==> src/rtl/max_pool_stream.sv <==
// max_pool_stream: streaming 2x2/stride-2 max or floor-average pooling over a raster pixel stream
module max_pool_stream #(
  parameter int DATA_W = 16,
  parameter int CH     = 6,
  parameter int FM_W   = 28,
  parameter int FM_H   = 28
) (
  input  logic                 clk,
  input  logic                 rst,
  input  logic                 in_valid,
  output logic                 in_ready,
  input  logic [CH*DATA_W-1:0] in_data,
  input  logic                 mode,
  output logic                 out_valid,
  input  logic                 out_ready,
  output logic [CH*DATA_W-1:0] out_data,
  output logic                 out_last
);
  localparam int CW = $clog2(FM_W);
  localparam int RW = $clog2(FM_H);
  localparam int LW = DATA_W + 1;
  localparam int LD = FM_W / 2;
  localparam int AW = (LD > 1) ? $clog2(LD) : 1;

  typedef enum logic [1:0] {IDLE, EVEN, ODD} state_t;

  state_t              state, state_nx;
  logic [CW-1:0]       col;
  logic [RW-1:0]       row;
  logic                mode_r, avg, odd_row, fire, end_row, end_frame, load;
  logic [CH*DATA_W-1:0] hold, result;
  logic [CH*LW-1:0]    pair, lb_rd;
  logic [CH*LW-1:0]    lb [LD];
  logic [AW-1:0]       lb_addr;

  assign in_ready  = rst && (!out_valid || out_ready);
  assign fire      = in_valid && in_ready;
  assign end_row   = col == CW'(FM_W - 1);
  assign end_frame = end_row && row == RW'(FM_H - 1);
  assign load      = fire && odd_row && col[0];
  assign lb_addr   = AW'(col >> 1);
  assign lb_rd     = lb[lb_addr];

  always_ff @(posedge clk or negedge rst)
    if (!rst) state <= IDLE;
    else state <= state_nx;

  always_comb begin
    state_nx = state;
    if (fire)
      state_nx = state == IDLE ? EVEN : !end_row ? state : state == EVEN ? ODD : end_frame ? IDLE : EVEN;
  end

  // The first beat of a frame uses the live mode pin; later beats use the latched copy.
  always_comb begin
    odd_row = state == ODD;
    avg     = state == IDLE ? mode : mode_r;
  end

  for (genvar c = 0; c < CH; c++) begin : g_ch
    logic signed [DATA_W-1:0] a, b, q_t;
    logic signed [LW-1:0]     p, l, m;
    logic signed [DATA_W+1:0] s, q;
    assign a = hold[c*DATA_W +: DATA_W];
    assign b = in_data[c*DATA_W +: DATA_W];
    assign p = avg ? {a[DATA_W-1], a} + {b[DATA_W-1], b} : (a > b ? {a[DATA_W-1], a} : {b[DATA_W-1], b});
    assign l = lb_rd[c*LW +: LW];
    assign s = {l[LW-1], l} + {p[LW-1], p};
    assign q = s >>> 2;
    assign m = l > p ? l : p;
    assign q_t = avg ? q[DATA_W-1:0] : m[DATA_W-1:0];
    assign pair[c*LW +: LW] = p;
    assign result[c*DATA_W +: DATA_W] = q_t;
  end

  always_ff @(posedge clk)
    if (fire && !odd_row && col[0]) lb[lb_addr] <= pair;

  always_ff @(posedge clk or negedge rst)
    if (!rst) begin
      col       <= '0;
      row       <= '0;
      mode_r    <= 1'b0;
      hold      <= '0;
      out_valid <= 1'b0;
      out_data  <= '0;
      out_last  <= 1'b0;
    end else begin
      if (fire) begin
        col <= end_row ? '0 : col + CW'(1);
        if (end_row) row <= end_frame ? '0 : row + RW'(1);
        if (!col[0]) hold <= in_data;
        if (state == IDLE) mode_r <= mode;
      end
      if (load) begin
        out_data <= result;
        out_last <= end_frame;
      end
      out_valid <= load || (out_valid && !out_ready);
    end
endmodule

==> config.mk <==
export PLATFORM = sky130hd
export DESIGN_NAME = max_pool_stream
export DESIGN_NICKNAME = d
export VERILOG_FILES = /design/src/rtl/max_pool_stream.sv
export SDC_FILE = /design/constraint.sdc
export NUM_CORES = 2
export LEC_CHECK = 0
export BUFFER_PORTS_ARGS = -buffer_cell sky130_fd_sc_hd__buf_2
export CELL_PAD_IN_SITES_DETAIL_PLACEMENT = 0
export CELL_PAD_IN_SITES_GLOBAL_PLACEMENT = 1
export CORE_ASPECT_RATIO = 1.1
export CORE_MARGIN = 2
export CORE_UTILIZATION = 42
export DETAILED_ROUTE_END_ITERATION = 16
export PLACE_DENSITY = 0.63
export SYNTH_ARGS = -nofsm -noshare
export SYNTH_HDL_FRONTEND = slang
export SYNTH_SLANG_ARGS = --single-unit
==> constraint.sdc <==
create_clock -name clk -period 12.6 [get_ports clk]
set_input_delay 2.52 -clock clk [delete_from_list [all_inputs] [get_ports clk]]
set_output_delay 2.52 -clock clk [all_outputs]
set_load 0.01 [all_outputs]
## Word-level counts from Yosys, hierarchy flattened

Memories as Yosys holds them, arrays and structs flattened.
Cells that the tools add are included.

| storage, ports and cells | value |
|---|---|
| memory bits (writable) | 1428 |
| output and inout bits | 99 |
| register bits after elaboration | 207 |
| bits of input ports | 101 |
| memories | 1 |

Memories:

| name | depth | bits a word | read ports | clocked after memory_dff | write ports | RTL line | source |
|---|---|---|---|---|---|---|---|
| lb | 14 | 102 | 1 | 0 | 1 | 33 | `logic [CH*LW-1:0] lb [LD];` |

| cells by class | value |
|---|---|
| reduce and logical (&&, ||, !) cells | 18 |
| bitwise logic cells | 1 |
| $lt $le $gt $ge | 12 |
| $add $sub $neg | 14 |
| equal/unequal tests | 4 |
| multiplexer cells | 33 |

Operator list:

| kind | number |
|---|---|
| 2-to-1 mux 17 bit | 12 |
| 2-to-1 mux 16 bit | 12 |
| adder 17 x 17 -> 18 bit | 6 |
| adder 16 x 16 -> 17 bit | 6 |
| greater-than comparator 17 bit | 6 |
| greater-than comparator 16 bit | 6 |
| adder 5 x 1 -> 5 bit (second input constant) | 2 |
| == test 5 bit (second input constant) | 2 |
| 2-to-1 mux 5 bit | 2 |
| logical AND 1 bit | 8 |
| 2-to-1 mux 2 bit | 3 |
| AND reduction 2 bit | 3 |
| 2-to-1 mux 1 bit | 4 |
| zero test 1 bit | 3 |
| == test 2 x 1 -> 1 bit (second input constant) | 1 |
| == test 2 bit (second input constant) | 1 |
| zero test 2 bit | 1 |
| logical OR 1 bit | 2 |
| nonzero test 2 bit | 1 |
| NOT 1 bit | 1 |

## Logic depth before layout (Yosys ltp)

| depth | value |
|---|---|
| depth after elaboration | 8 |
| mapped depth | 25 |
| mapped depth without buffers | 22 |

## Least setup slack after synthesis

OpenSTA, ideal clock, no wires.

| path | value |
|---|---|
| path kind | input to register |
| start | input port out_ready |
| end | memory lb[0][0] in the netlist's numbering (enable) |
| data arrival time | 10.220 ns |
| slack | 1.692 ns |
| stages on the path | 5 |
| path buffers | 0 |
| library setup time | 0.688 ns |
| data required time | 11.912 ns |
| cell sequence | nand2b_1 and3_1 nand3_1 or3_1 nor3_1 |

| on the way | value |
|---|---|
| word-level cells in the longest chain between the ends | 7 |

Ends and longest elaborated chain:

| item | RTL line | source |
|---|---|---|
| from (decl) | 15 | `input logic out_ready,` |
| logical OR 1 bit | 36 | `assign in_ready = rst && (!out_valid \|\| out_ready);` |
| logical AND 1 bit | 36 |  |
| logical AND 1 bit | 37 | `assign fire = in_valid && in_ready;` |
| logical AND 1 bit (2 in a row) | 77 | `if (fire && !odd_row && col[0]) lb[lb_addr] <= pair;` |
| 2-to-1 mux 1 bit | 77 |  |
| 2-to-1 mux 1 bit (implied by the code) | 77 |  |
| to (decl) | 33 |  |

Every way passes these cells.

## Worst setup path in the final report

| path | value |
|---|---|
| start | input port in_data[63] |
| end | register out_data[56] |

| on the way | value |
|---|---|
| word-level cells in the longest chain between the ends | 6 |

Ends and longest elaborated chain:

| item | RTL line | source |
|---|---|---|
| from (decl) | 12 | `input logic [CH*DATA_W-1:0] in_data,` |
| greater-than comparator 16 bit * | 66 | `assign p = avg ? {a[DATA_W-1], a} + {b[DATA_W-1], b} : (a > b ? {a[DATA_W-1], a} : {b[DATA_W-1], b});` |
| 2-to-1 mux 17 bit * (2 in a row) | 66 |  |
| net g_ch[3].p[0] | 62 | `logic signed [LW-1:0] p, l, m;` |
| greater-than comparator 17 bit | 70 | `assign m = l > p ? l : p;` |
| 2-to-1 mux 16 bit | 70 |  |
| 2-to-1 mux 16 bit * | 71 | `assign q_t = avg ? q[DATA_W-1:0] : m[DATA_W-1:0];` |
| to (signal assigned) | 96 | `out_data <= result;` |
| to (decl) | 16 | `output logic [CH*DATA_W-1:0] out_data,` |

Mark *: on every way through the listed nets, which the timed path passes. The rest lies on a longest branch.
A chain may end at the register's enable or synchronous reset.

==> results.cfg <==
[outcome]
run_status = completed

[timing]
slew_headroom_pct = 10.9
min_period_ps = 7650
fin_worst_skew_ps = 26.5
max_clock_freq_mhz = 131
setup_tns_final_ps = 0
rsz0062_at_grt = false
tightest_slew_ps = 1300
post-route-worst-setup-slack_ps = 4950
final_max_slew_viol_count = 0
setup-violations-final = 0
hold_violations = 0
final.period_utilization_pct = 60.7

[synthesis]
yosys-top-cells-area = sky130_fd_sc_hd__edfxtp_1 55%, sky130_fd_sc_hd__mux4_2 10%, sky130_fd_sc_hd__dfrtp_1 6.6%
syn-mean-instance-area_um2 = 14.8
post_synth_instance_area_um2 = 78400
synth.most_common_cell = sky130_fd_sc_hd__edfxtp_1
yosys.area.top_type_share_pct = 54.7
synth.yosys.seq_area_share_pct = 61.3
post-synth-top-area-cell = sky130_fd_sc_hd__edfxtp_1
syn-instance-count = 5298
ys_types = 85
yosys_most_used_dff = sky130_fd_sc_hd__edfxtp_1
yosys_warnings = 0
synth_commonest_cells = 1428 x sky130_fd_sc_hd__edfxtp_1, 398 x sky130_fd_sc_hd__ha_1, 359 x sky130_fd_sc_hd__mux4_2
synth_edf_count = 1428
synth.ff_latch_count = 1635
synth.net_count = 5803
async_sr_flop_fraction_pct = 12.7

[cts]
path_clk_slew_ps = 60
buffer_count_from_post_cts_setup_fixing = 0
numCtsBuffers = 174
cts_hold_repair.buffers = 0
total_of_cells_resized_after_clock_tree_synthesis = 0
htree_levels = 4
cts-root-to-sink-buffers = 3
clock_sink_count = 1635
clock-root-buffer = sky130_fd_sc_hd__clkbuf_16
tritoncts = done
clk-insertion-delay-late_ps = 830

[worst_setup_path]
regToRegSetupSlack_ps = 5900
startpoint_type_of_the_worst_setup_path = primary input
timing.rr.start = col[1]
critical_path_required_ps = 13300
reg2reg_to = out_data[94]
cp_max_fo = 19
r2r.worst_path.cells = 15
critical_path_arrival_ps = 8350
path_class = in -> reg
end_kind = register

[die]
placeableCoreArea_um2 = 186000
die_area_um2 = 190000
boundaryPins = 200
die-height_um = 457
floorplan.die.width_um = 416
floorplan.rows = 166
start_util_pct = 42.2

[drt]
route.detailed.drc = 0
detail_route.iter0.violations = 3502
drt-total-wl_um = 212000
number_of_routed_nets_with_antenna_violations = 0
wl_per_cell_um = 26.1
drt-vias-per-instance = 5.61
drtPass1Iterations = 5
vias = 45600

[place]
gp_routability_congestion = 0.856
place_ws_ps = 4200
place.detailed.hpwl_um = 131000
io_buffers = 199

[global_route]
grt_start_max_net_pins = 129
grt_pass1_wl_um = 314000
globalRouteOverflowTotal = 0
grt_use_total_pct = 22.3
antenna_found_initial = 9
grt_pass1_vias = 46600

[pwr]
p_leak_nw = 32.2
pwr_density_cell_nw_per_um2 = 260
irDropWorstVdd_uv = 196

[finish]
post_route_cells_drive_above_1_share_pct = 19.0
final_nets = 6030
areaGrowthSynthToFinish_pct = 12.4

[hold_path]
worst_hold_path.num_cells = 2
worstHoldPathType = reg -> reg
hold_path.startpoint = out_data[2]
holdPathEnd = out_data[2]

[run]
maxCapViolCount = 0
[through the flow]
stage | utilization [%] | power, mW | instance area, um^2 | cells | hold WS, ps
after floorplan | - | 15.1 | 78400 | 5298 | 461
after global placement | 44.3 | 17.9 | 82400 | 7783 | 462
after detailed placement | 44.3 | 17.9 | 82400 | 7783 | 461
after CTS | 47.4 | 23.1 | 88100 | 8105 | 476
after global routing | 47.4 | 24.4 | 88200 | 8118 | 494
final | 47.4 | 22.9 | 88200 | 8118 | 473
[power breakdown]
part           internal, mW  total (mW)  switching [mW]  leakage, nW
logic                  4.15        10.4            6.30         13.8
clock network          2.94        5.17            2.23         2.80
registers              7.09        7.31           0.224         15.6
[cell type report]
| cell class | instances | area [um^2] |
|---|---|---|
| well taps | 2436 | 3050 |
| repair buffers | 282 | 1730 |
| fillers | 16000 | 97700 |
| inverters | 314 | 1180 |
| clock inverters | 106 | 1150 |
| flip-flops and latches | 1635 | 48100 |
| multi-input cells | 3118 | 28400 |
| diodes | 11 | 27.5 |
| clock buffers | 216 | 4610 |
[layout by cell type, fill, tap and decap left out, types with 36 or more instances in the layout]
master                      netlist  final
sky130_fd_sc_hd__ha_1           398    398
sky130_fd_sc_hd__nand2_1        321    319
sky130_fd_sc_hd__o21ai_0        226    225
sky130_fd_sc_hd__clkbuf_16        0    175
sky130_fd_sc_hd__nor2_1         341    328
sky130_fd_sc_hd__nor2b_1         42     42
sky130_fd_sc_hd__o211ai_1        51     51
sky130_fd_sc_hd__edfxtp_1      1428   1428
sky130_fd_sc_hd__buf_4           19     75
sky130_fd_sc_hd__xor2_1          45     45
sky130_fd_sc_hd__xnor2_1        121    121
sky130_fd_sc_hd__nand2b_1        54     53
sky130_fd_sc_hd__a21oi_1        216    216
sky130_fd_sc_hd__o21bai_1        48     48
sky130_fd_sc_hd__mux2_2         101    100
sky130_fd_sc_hd__buf_2           57    198
sky130_fd_sc_hd__dfrtp_1        207    203
sky130_fd_sc_hd__nand3_1         36     36
sky130_fd_sc_hd__mux2i_1        226    223
sky130_fd_sc_hd__a21o_1          42     42
sky130_fd_sc_hd__nor3_1          48     44
sky130_fd_sc_hd__inv_1          314    314
sky130_fd_sc_hd__o21a_1          63     63
sky130_fd_sc_hd__mux4_2         359    359
[kinds of logic after synthesis]
kind of cell / after synthesis / share of synthesized area, %
AO/OA/AOI/OAI: 883 / 7.22
flip-flops: 1635 / 61.3
buffers and inverters: 545 / 2.82
multiplexers: 689 / 14.7
AND/OR/NAND/NOR: 976 / 5.63
XOR/XNOR: 166 / 1.85
adder cells (fa/ha/maj): 404 / 6.50
[worst max-delay path by stage]
| stage | startpoint | end | cells after the start |
|---|---|---|---|
| global route | in_data[63] | out_data[56] | 21 |
| CTS | in_data[63] | out_data[56] | 21 |
| global placement | in_data[63] | out_data[56] | 21 |
| floorplan | out_ready | lb[0][0] | 5 |
| finish | in_data[63] | out_data[56] | 21 |
| detailed placement | in_data[63] | out_data[56] | 21 |
[layer usage]
layer | vias to the layer above | wire (um) | global-route usage (%)
met2 | 905 | 102000 | 36.2
met4 | 2 | 4990 | 6.20
met5 | - | 13 | 0
met3 | 243 | 8580 | 3.05
li1 | 20700 | - | -
met1 | 23700 | 96800 | 31.4
[state kept, by name, indices dropped and copies added (netlist names)]
register	count
lb	1428
hold	96
out_data	96
col	5
row	5
state	2
mode_r	1
out_last	1
out_valid	1
[critical path, cell delays in order]
cell                       delay, ps
sky130_fd_sc_hd__buf_2           130
sky130_fd_sc_hd__inv_1            60
sky130_fd_sc_hd__ha_1            470
sky130_fd_sc_hd__nand4_1         250
sky130_fd_sc_hd__or4_1           590
sky130_fd_sc_hd__a21oi_1         160
sky130_fd_sc_hd__or4_4           150
sky130_fd_sc_hd__mux2_4          440
sky130_fd_sc_hd__nor2_1          160
sky130_fd_sc_hd__a21oi_2          50
sky130_fd_sc_hd__mux2i_1         870
sky130_fd_sc_hd__ha_1            290
sky130_fd_sc_hd__nor2b_1          50
sky130_fd_sc_hd__o21bai_1        130
sky130_fd_sc_hd__a31oi_1         140
sky130_fd_sc_hd__nor3_1          280
sky130_fd_sc_hd__o211a_1         180
sky130_fd_sc_hd__o22a_1          820
sky130_fd_sc_hd__mux2i_1         160
sky130_fd_sc_hd__o21ai_0         310
sky130_fd_sc_hd__nand2_1          90
No activity file was read; power rests on OpenSTA's default activity.
